**src/rtl/cgra_run_controller_if.sv**
```systemverilog
// Host-side job handshake bundle for cgra_run_controller.
// With CGRA_RUN_CTRL_PERF_EN defined the bundle also carries the
// cfg_cycles/job_cycles performance counters.
interface cgra_run_controller_if #(
  parameter int unsigned RUN_CNT_W = 32
);
  logic                 start;
  logic [RUN_CNT_W-1:0] run_cycles;
  logic                 abort;
  logic                 busy;
  logic                 done;
  logic                 error;
  logic [2:0]           state;
`ifdef CGRA_RUN_CTRL_PERF_EN
  logic [31:0]          cfg_cycles;
  logic [31:0]          job_cycles;

  modport master (
    output start, run_cycles, abort,
    input  busy, done, error, state, cfg_cycles, job_cycles
  );
  modport slave (
    input  start, run_cycles, abort,
    output busy, done, error, state, cfg_cycles, job_cycles
  );
`else
  modport master (
    output start, run_cycles, abort,
    input  busy, done, error, state
  );
  modport slave (
    input  start, run_cycles, abort,
    output busy, done, error, state
  );
`endif
endinterface

```
**src/rtl/cgra_run_controller.sv**
```systemverilog
// Sequences one CGRA job: configurator reset, bitstream load with timeout,
// a settle cycle that stops the Config clock, CGRA reset, then a counted run.
// Optional macro CGRA_RUN_CTRL_PERF_EN adds cfg_cycles/job_cycles counters.
module cgra_run_controller #(
  parameter int unsigned RUN_CNT_W    = 32,
  parameter int unsigned CFG_TIMEOUT  = 65536,
  parameter int unsigned RESET_CYCLES = 1
) (
  input  logic                  clock,
  input  logic                  reset_n,
  cgra_run_controller_if.slave  host,
  input  logic                  configurator_done,
  output logic                  config_clock_en,
  output logic                  config_reset,
  output logic                  configurator_reset,
  output logic                  configurator_enable,
  output logic                  cgra_clock_en,
  output logic                  cgra_reset,
  output logic                  cgra_enable
);

  localparam int unsigned TO_W  = (CFG_TIMEOUT > 1) ? $clog2(CFG_TIMEOUT) : 1;
  localparam int unsigned RST_W = (RESET_CYCLES > 1) ? $clog2(RESET_CYCLES) : 1;
  localparam logic [TO_W-1:0]  TO_LAST  = TO_W'(CFG_TIMEOUT - 1);
  localparam logic [RST_W-1:0] RST_LAST = RST_W'(RESET_CYCLES - 1);

  typedef enum logic [2:0] {
    S_IDLE     = 3'd0,
    S_CFG_RST  = 3'd1,
    S_CONFIG   = 3'd2,
    S_SETTLE   = 3'd3,
    S_CGRA_RST = 3'd4,
    S_RUN      = 3'd5,
    S_FIN      = 3'd6,
    S_ERR      = 3'd7
  } state_e;

  state_e               state_q, state_d;
  logic [RUN_CNT_W-1:0] run_cnt_q, run_cnt_d;
  logic [TO_W-1:0]      to_cnt_q, to_cnt_d;
  logic [RST_W-1:0]     rst_cnt_q, rst_cnt_d;
  logic                 error_q, error_d;

  logic config_clock_en_q, config_clock_en_d;
  logic config_reset_q, config_reset_d;
  logic configurator_reset_q, configurator_reset_d;
  logic configurator_enable_q, configurator_enable_d;
  logic cgra_clock_en_q, cgra_clock_en_d;
  logic cgra_reset_q, cgra_reset_d;
  logic cgra_enable_q, cgra_enable_d;
  logic busy_q, busy_d;
  logic done_q, done_d;

  // Next-state, phase counters and sticky error; abort overrides every transition.
  always_comb begin
    state_d   = state_q;
    run_cnt_d = run_cnt_q;
    to_cnt_d  = to_cnt_q;
    rst_cnt_d = rst_cnt_q;
    error_d   = error_q;
    case (state_q)
      S_IDLE: begin
        if (host.start) begin
          state_d   = S_CFG_RST;
          run_cnt_d = host.run_cycles;
          error_d   = 1'b0;
        end
      end
      S_CFG_RST: begin
        state_d  = S_CONFIG;
        to_cnt_d = '0;
      end
      S_CONFIG: begin
        if (configurator_done) begin
          state_d = S_SETTLE;
        end else if (to_cnt_q == TO_LAST) begin
          state_d = S_ERR;
        end else begin
          to_cnt_d = to_cnt_q + TO_W'(1);
        end
      end
      S_SETTLE: begin
        state_d   = S_CGRA_RST;
        rst_cnt_d = '0;
      end
      S_CGRA_RST: begin
        if (rst_cnt_q == RST_LAST) begin
          state_d = (run_cnt_q == '0) ? S_FIN : S_RUN;
        end else begin
          rst_cnt_d = rst_cnt_q + RST_W'(1);
        end
      end
      S_RUN: begin
        if (run_cnt_q == RUN_CNT_W'(1)) begin
          state_d = S_FIN;
        end else begin
          run_cnt_d = run_cnt_q - RUN_CNT_W'(1);
        end
      end
      S_FIN:   state_d = S_IDLE;
      S_ERR:   state_d = S_IDLE;
      default: state_d = S_IDLE;
    endcase
    if ((state_q != S_IDLE) && host.abort) begin
      state_d = S_IDLE;
    end
    if (state_d == S_ERR) begin
      error_d = 1'b1;
    end
  end

  // Moore decode of the upcoming state so registered outputs line up with state_q.
  always_comb begin
    config_clock_en_d     = 1'b0;
    config_reset_d        = 1'b0;
    configurator_reset_d  = 1'b0;
    configurator_enable_d = 1'b0;
    cgra_clock_en_d       = 1'b0;
    cgra_reset_d          = 1'b0;
    cgra_enable_d         = 1'b0;
    done_d                = 1'b0;
    busy_d                = (state_d != S_IDLE);
    case (state_d)
      S_CFG_RST: begin
        config_clock_en_d    = 1'b1;
        config_reset_d       = 1'b1;
        configurator_reset_d = 1'b1;
      end
      S_CONFIG: begin
        config_clock_en_d     = 1'b1;
        configurator_enable_d = 1'b1;
      end
      S_CGRA_RST: begin
        cgra_clock_en_d = 1'b1;
        cgra_enable_d   = 1'b1;
        cgra_reset_d    = 1'b1;
      end
      S_RUN: begin
        cgra_clock_en_d = 1'b1;
        cgra_enable_d   = 1'b1;
      end
      S_FIN:   done_d = 1'b1;
      default: ;
    endcase
  end

  // State, counters and output registers.
  always_ff @(posedge clock or negedge reset_n) begin
    if (!reset_n) begin
      state_q               <= S_IDLE;
      run_cnt_q             <= '0;
      to_cnt_q              <= '0;
      rst_cnt_q             <= '0;
      error_q               <= 1'b0;
      config_clock_en_q     <= 1'b0;
      config_reset_q        <= 1'b0;
      configurator_reset_q  <= 1'b0;
      configurator_enable_q <= 1'b0;
      cgra_clock_en_q       <= 1'b0;
      cgra_reset_q          <= 1'b0;
      cgra_enable_q         <= 1'b0;
      busy_q                <= 1'b0;
      done_q                <= 1'b0;
    end else begin
      state_q               <= state_d;
      run_cnt_q             <= run_cnt_d;
      to_cnt_q              <= to_cnt_d;
      rst_cnt_q             <= rst_cnt_d;
      error_q               <= error_d;
      config_clock_en_q     <= config_clock_en_d;
      config_reset_q        <= config_reset_d;
      configurator_reset_q  <= configurator_reset_d;
      configurator_enable_q <= configurator_enable_d;
      cgra_clock_en_q       <= cgra_clock_en_d;
      cgra_reset_q          <= cgra_reset_d;
      cgra_enable_q         <= cgra_enable_d;
      busy_q                <= busy_d;
      done_q                <= done_d;
    end
  end

  assign config_clock_en     = config_clock_en_q;
  assign config_reset        = config_reset_q;
  assign configurator_reset  = configurator_reset_q;
  assign configurator_enable = configurator_enable_q;
  assign cgra_clock_en       = cgra_clock_en_q;
  assign cgra_reset          = cgra_reset_q;
  assign cgra_enable         = cgra_enable_q;
  assign host.busy           = busy_q;
  assign host.done           = done_q;
  assign host.error          = error_q;
  assign host.state          = state_q;

`ifdef CGRA_RUN_CTRL_PERF_EN
  logic [31:0] cfg_cycles_q, cfg_cycles_d;
  logic [31:0] job_cycles_q, job_cycles_d;

  // Counters restart on an accepted start and hold once the job leaves busy states.
  always_comb begin
    cfg_cycles_d = cfg_cycles_q;
    job_cycles_d = job_cycles_q;
    if (state_q == S_IDLE) begin
      if (host.start) begin
        cfg_cycles_d = '0;
        job_cycles_d = '0;
      end
    end else begin
      job_cycles_d = job_cycles_q + 32'd1;
      if (state_q == S_CONFIG) begin
        cfg_cycles_d = cfg_cycles_q + 32'd1;
      end
    end
  end

  // Performance counter registers.
  always_ff @(posedge clock or negedge reset_n) begin
    if (!reset_n) begin
      cfg_cycles_q <= '0;
      job_cycles_q <= '0;
    end else begin
      cfg_cycles_q <= cfg_cycles_d;
      job_cycles_q <= job_cycles_d;
    end
  end

  assign host.cfg_cycles = cfg_cycles_q;
  assign host.job_cycles = job_cycles_q;
`endif

endmodule

```
**src/flat_wrapper.sv**
```systemverilog
// flat-port wrapper written by rule: the top's interface ports become plain ports
module cgra_run_controller_flat 
#(
  parameter int unsigned RUN_CNT_W    = 32,
  parameter int unsigned CFG_TIMEOUT  = 65536,
  parameter int unsigned RESET_CYCLES = 1
)
  (clock, reset_n, configurator_done, config_clock_en, config_reset, configurator_reset, configurator_enable, cgra_clock_en, cgra_reset, cgra_enable, host_start, host_run_cycles, host_abort, host_busy, host_done, host_error, host_state);
  cgra_run_controller_if #(.RUN_CNT_W(RUN_CNT_W)) host_i ();
  input  logic clock;
  input  logic reset_n;
  input  logic configurator_done;
  output logic config_clock_en;
  output logic config_reset;
  output logic configurator_reset;
  output logic configurator_enable;
  output logic cgra_clock_en;
  output logic cgra_reset;
  output logic cgra_enable;
  input wire logic [$bits(host_i.start)-1:0] host_start;
  input wire logic [$bits(host_i.run_cycles)-1:0] host_run_cycles;
  input wire logic [$bits(host_i.abort)-1:0] host_abort;
  output wire logic [$bits(host_i.busy)-1:0] host_busy;
  output wire logic [$bits(host_i.done)-1:0] host_done;
  output wire logic [$bits(host_i.error)-1:0] host_error;
  output wire logic [$bits(host_i.state)-1:0] host_state;
  assign host_i.start = host_start;
  assign host_i.run_cycles = host_run_cycles;
  assign host_i.abort = host_abort;
  assign host_busy = host_i.busy;
  assign host_done = host_i.done;
  assign host_error = host_i.error;
  assign host_state = host_i.state;
  cgra_run_controller #(.RUN_CNT_W(RUN_CNT_W), .CFG_TIMEOUT(CFG_TIMEOUT), .RESET_CYCLES(RESET_CYCLES)) u_core (.clock(clock), .reset_n(reset_n), .host(host_i), .configurator_done(configurator_done), .config_clock_en(config_clock_en), .config_reset(config_reset), .configurator_reset(configurator_reset), .configurator_enable(configurator_enable), .cgra_clock_en(cgra_clock_en), .cgra_reset(cgra_reset), .cgra_enable(cgra_enable));
endmodule
```
**config.mk**
```make
export PLATFORM = sky130hd
export DESIGN_NAME = cgra_run_controller_flat
export DESIGN_NICKNAME = d
export VERILOG_FILES = /design/src/rtl/cgra_run_controller_if.sv /design/src/rtl/cgra_run_controller.sv /design/src/flat_wrapper.sv
export SDC_FILE = /design/constraint.sdc
export NUM_CORES = 1
export LEC_CHECK = 0
export ABC_AREA = 1
export BUFFER_PORTS_ARGS = -buffer_cell sky130_fd_sc_hd__buf_2
export CELL_PAD_IN_SITES_DETAIL_PLACEMENT = 0
export CELL_PAD_IN_SITES_GLOBAL_PLACEMENT = 1
export CORE_ASPECT_RATIO = 1.4
export CORE_MARGIN = 4
export CORE_UTILIZATION = 38
export CTS_CLUSTER_SIZE = 28
export DETAILED_ROUTE_END_ITERATION = 8
export PLACE_DENSITY = 0.75
export SYNTH_ARGS = -nofsm -noshare
export SYNTH_HDL_FRONTEND = slang
export SYNTH_SLANG_ARGS = --single-unit
```
**constraint.sdc**
```tcl
create_clock -name clock -period 1.83 [get_ports clock]
set_input_delay 0.366 -clock clock [delete_from_list [all_inputs] [get_ports clock]]
set_output_delay 0.366 -clock clock [all_outputs]
set_load 0.02 [all_outputs]
```
==> impl_metrics.csv <==
group,metric,value,unit
critical_path,path_class,"flop to flop",
critical_path,cp.arrival,2.01,ns
die,die_area,11800,um2
synthesis,synth.area.top_cells,"dfrtp_1 (39%), nand2_1 (12%), nor2_1 (7.9%)",
clock_tree,clk_latency,0.33,ns
pwr,max-vdd-ir-drop,634,uV
placement,dp_slack,-0.0633,ns
critical_path,reg2reg_slack,0.04,ns
routing,drc,0,
clock_tree,cts_tree,"yes",
sta,setup_ws,0.0425,ns
global_routing,grt_pass1_vias,3702,
clock_tree,cts_sinks,59,
synthesis,ys_ff_latch,59,
routing,wl,10900,um
sta,worstMarginPinSlew,0.377,ns
synthesis,synth_area,3820,um2
final_layout,n_antenna_cell,0,
critical_path,r2r_cells,10,
routing,initialDrtViolationCount,129,
sta,clock_skew,0.00593,ns
die,fp.dieH,127,um
synthesis,synth_area_leader_cell,"dfrtp_1",
routing,dr_total_vias,3818,
min_path,hp-class,"input pin to async pin",
clock_tree,cts-buffers-inserted,9,
critical_path,timing.rr.start,"u_core.run_cnt_q[11]",
pwr,powerDensity,1580,nW/um2
synthesis,avgSynthCellArea,7.13,um2
placement,gp_congestion,0.919,
placement,numPortBuffers,49,
clock_tree,clkSlewWorstSetupHoldPaths,0.06,ns
routing,wl_met3,342,um
sta,max_freq,559,MHz
final_layout,design_area,5010,um2
critical_path,reg2reg_to,"u_core.run_cnt_q[15]",
final_layout,final_cell_mix,"nand2_1 (116), nor2_1 (64), dfrtp_1 (53)",
synthesis,synth_top_area_share,38.6,%
clock_tree,cts_root_buffer,"clkbuf_16",
global_routing,grt_max_degree,60,
die,start_util,38.6,%
flow_run,cap_violations,0,
routing,top_layer,"met4",
routing,routed_via_density,5.00,
sta,fin_crit,1.79,ns
global_routing,grt_pass1_wl,17400,um
final_layout,layout_commonest_cell,"nand2_1",
clock_tree,hold_buffers,0,
sta,drv_slew,0,
final_layout,post_layout_nonfiller_instances,763,
global_routing,antenna_found_initial,0,
die,row_count,43,
die,io_pins,50,
synthesis,mappedNetlistNets,577,
synthesis,netlist-cell-type-count,37,
critical_path,cp-endpoint,"u_core.run_cnt_q[15]",
routing,drt-wirelength-per-cell,14.3,um
routing,ant_nets,0,
critical_path,worstPathMaxFanout,21,
sta,setup_viol,0,
die,die_x,92.8,um
synthesis,yosysSeqAreaShare,38.6,%
synthesis,yosysWarningCount,0,
placement,dp.cells,737,
die,core,9900,um2
final_layout,fin_util,50.6,%
final_layout,area_growth,30.9,%
routing,met2_length,5920,um
critical_path,cp-startpoint,"u_core.run_cnt_q[11]",
sta,finalCritPeriodShare,97.7,%
routing,wl_met1,4440,um
placement,dpl_cell_area,4420,um2
sta,relSlewSlack,74.7,%
synthesis,synthCells,536,
final_layout,drive_gt1_share,28.8,%
clock_tree,cts-htree-levels,3,
routing,first_pass_iters,4,
global_routing,grt.total_usage,18.8,%
clock_tree,clockBufferDepth,2,
final_layout,fillers,1028,
pwr,p_leak,2.25,nW
placement,hpwl,7820,um
final_layout,nets,664,
global_routing,grt_overflow,0,
outcome,status,"finished clean",
critical_path,cp.required,2.05,ns
sta,report.final.hold_viol_count,0,
critical_path,end_kind,"flop",
critical_path,start_kind,"flop",
## cell families (layout without fill, tap and decap cells)
logic type,after synthesis,count (layout),synth area share (%)
compound gates,98,98,14.9
xor+xnor,17,17,3.89
simple gates,286,286,32.7
flops,59,59,38.6
buf+inv,72,164,8.64
fa+ha+maj,4,4,1.31
## flip-flops by register name (all words and copies together) (netlist names)
name,flops
u_core.run_cnt_q,32
u_core.to_cnt_q,16
u_core.host.state,3
u_core.cgra_enable,1
u_core.cgra_reset,1
u_core.config_clock_en,1
u_core.config_reset,1
u_core.configurator_enable,1
u_core.host.busy,1
u_core.host.done,1
u_core.host.error,1
## power by group
| group | internal (W) | switching [W] |
|---|---|---|
| Sequential | 0.00179 | 0.000437 |
| Combinational | 0.00146 | 0.00224 |
| Clock | 0.00134 | 0.000662 |
| Total | 0.00460 | 0.00334 |
## cells in the mapped netlist, drive strengths merged
| library cell | count |
|---|---|
| buf | 13 |
| o211ai | 5 |
| dfrtp | 59 |
| o22ai | 5 |
| o31ai | 8 |
| nand2 | 130 |
| nor2 | 90 |
| ha | 4 |
| o21bai | 4 |
| nor3b | 1 |
| or2 | 4 |
| o21a | 1 |
| nor3 | 16 |
| nor4 | 3 |
| clkbuf | 5 |
| a21o | 1 |
| a21oi | 22 |
| nand4 | 9 |
| o21ai | 46 |
| a22oi | 1 |
| xnor2 | 5 |
| xor2 | 12 |
| a31oi | 5 |
| nand3 | 33 |
| inv | 54 |
## how the worst min path moves through the flow
stage,start,endpoint,slack (ns),depth (start not counted)
finish,reset_n,u_core.to_cnt_q[13],0.04,2
global route,reset_n,u_core.to_cnt_q[13],0.07,2
CTS,reset_n,u_core.run_cnt_q[0],0.06,2
detailed placement,reset_n,u_core.to_cnt_q[13],0.41,2
global placement,reset_n,u_core.to_cnt_q[13],0.41,2
floorplan,reset_n,u_core.cgra_enable,0.07,0
## final cells by class
class	instances	area (um2)	area share (%)
repair buffers	94	651	13.0
flip-flops and latches	59	1480	29.6
clock buffers	9	225	4.50
inverters	54	203	4.05
multi-input cells	405	2150	42.9
well taps	135	169	3.37
clock inverters	7	125	2.50
## routing by layer
layer  vias up  global-route usage [%]
met5         -                       0
met4         0                    5.69
met3        17                    3.62
met2        59                    34.3
met1      1806                    21.9
li1       1936                       -
## what timing repair did
action	CTS	global route
setup buffers	0	9
resized for setup	4	47
setup endpoints to repair	6	52
pin swaps	0	16
gates cloned	0	1
## through the flow
step / power [W] / setup TNS, ns / hold WS (ns)
finish: 0.00793 / 0 / 0.0357
CTS: 0.00760 / 0 / 0.0553
global placement: 0.00550 / -0.0751 / 0.407
floorplan: 0.00449 / 0 / 0.0704
detailed placement: 0.00555 / -0.137 / 0.408
global route: 0.00852 / -0.0837 / 0.0701
## worst max-delay path: stages, from the launching register on
cell and delay, ns:
dfrtp_2 0.44, nor2_4 0.16, nand2_2 0.10, nor2_4 0.13, nand2_1 0.10, o21ai_4 0.17
nand2_4 0.10, buf_12 0.18, o21ai_1 0.11, nand2_1 0.07, o21a_1 0.10
Power figures use the tool's default switching activity.
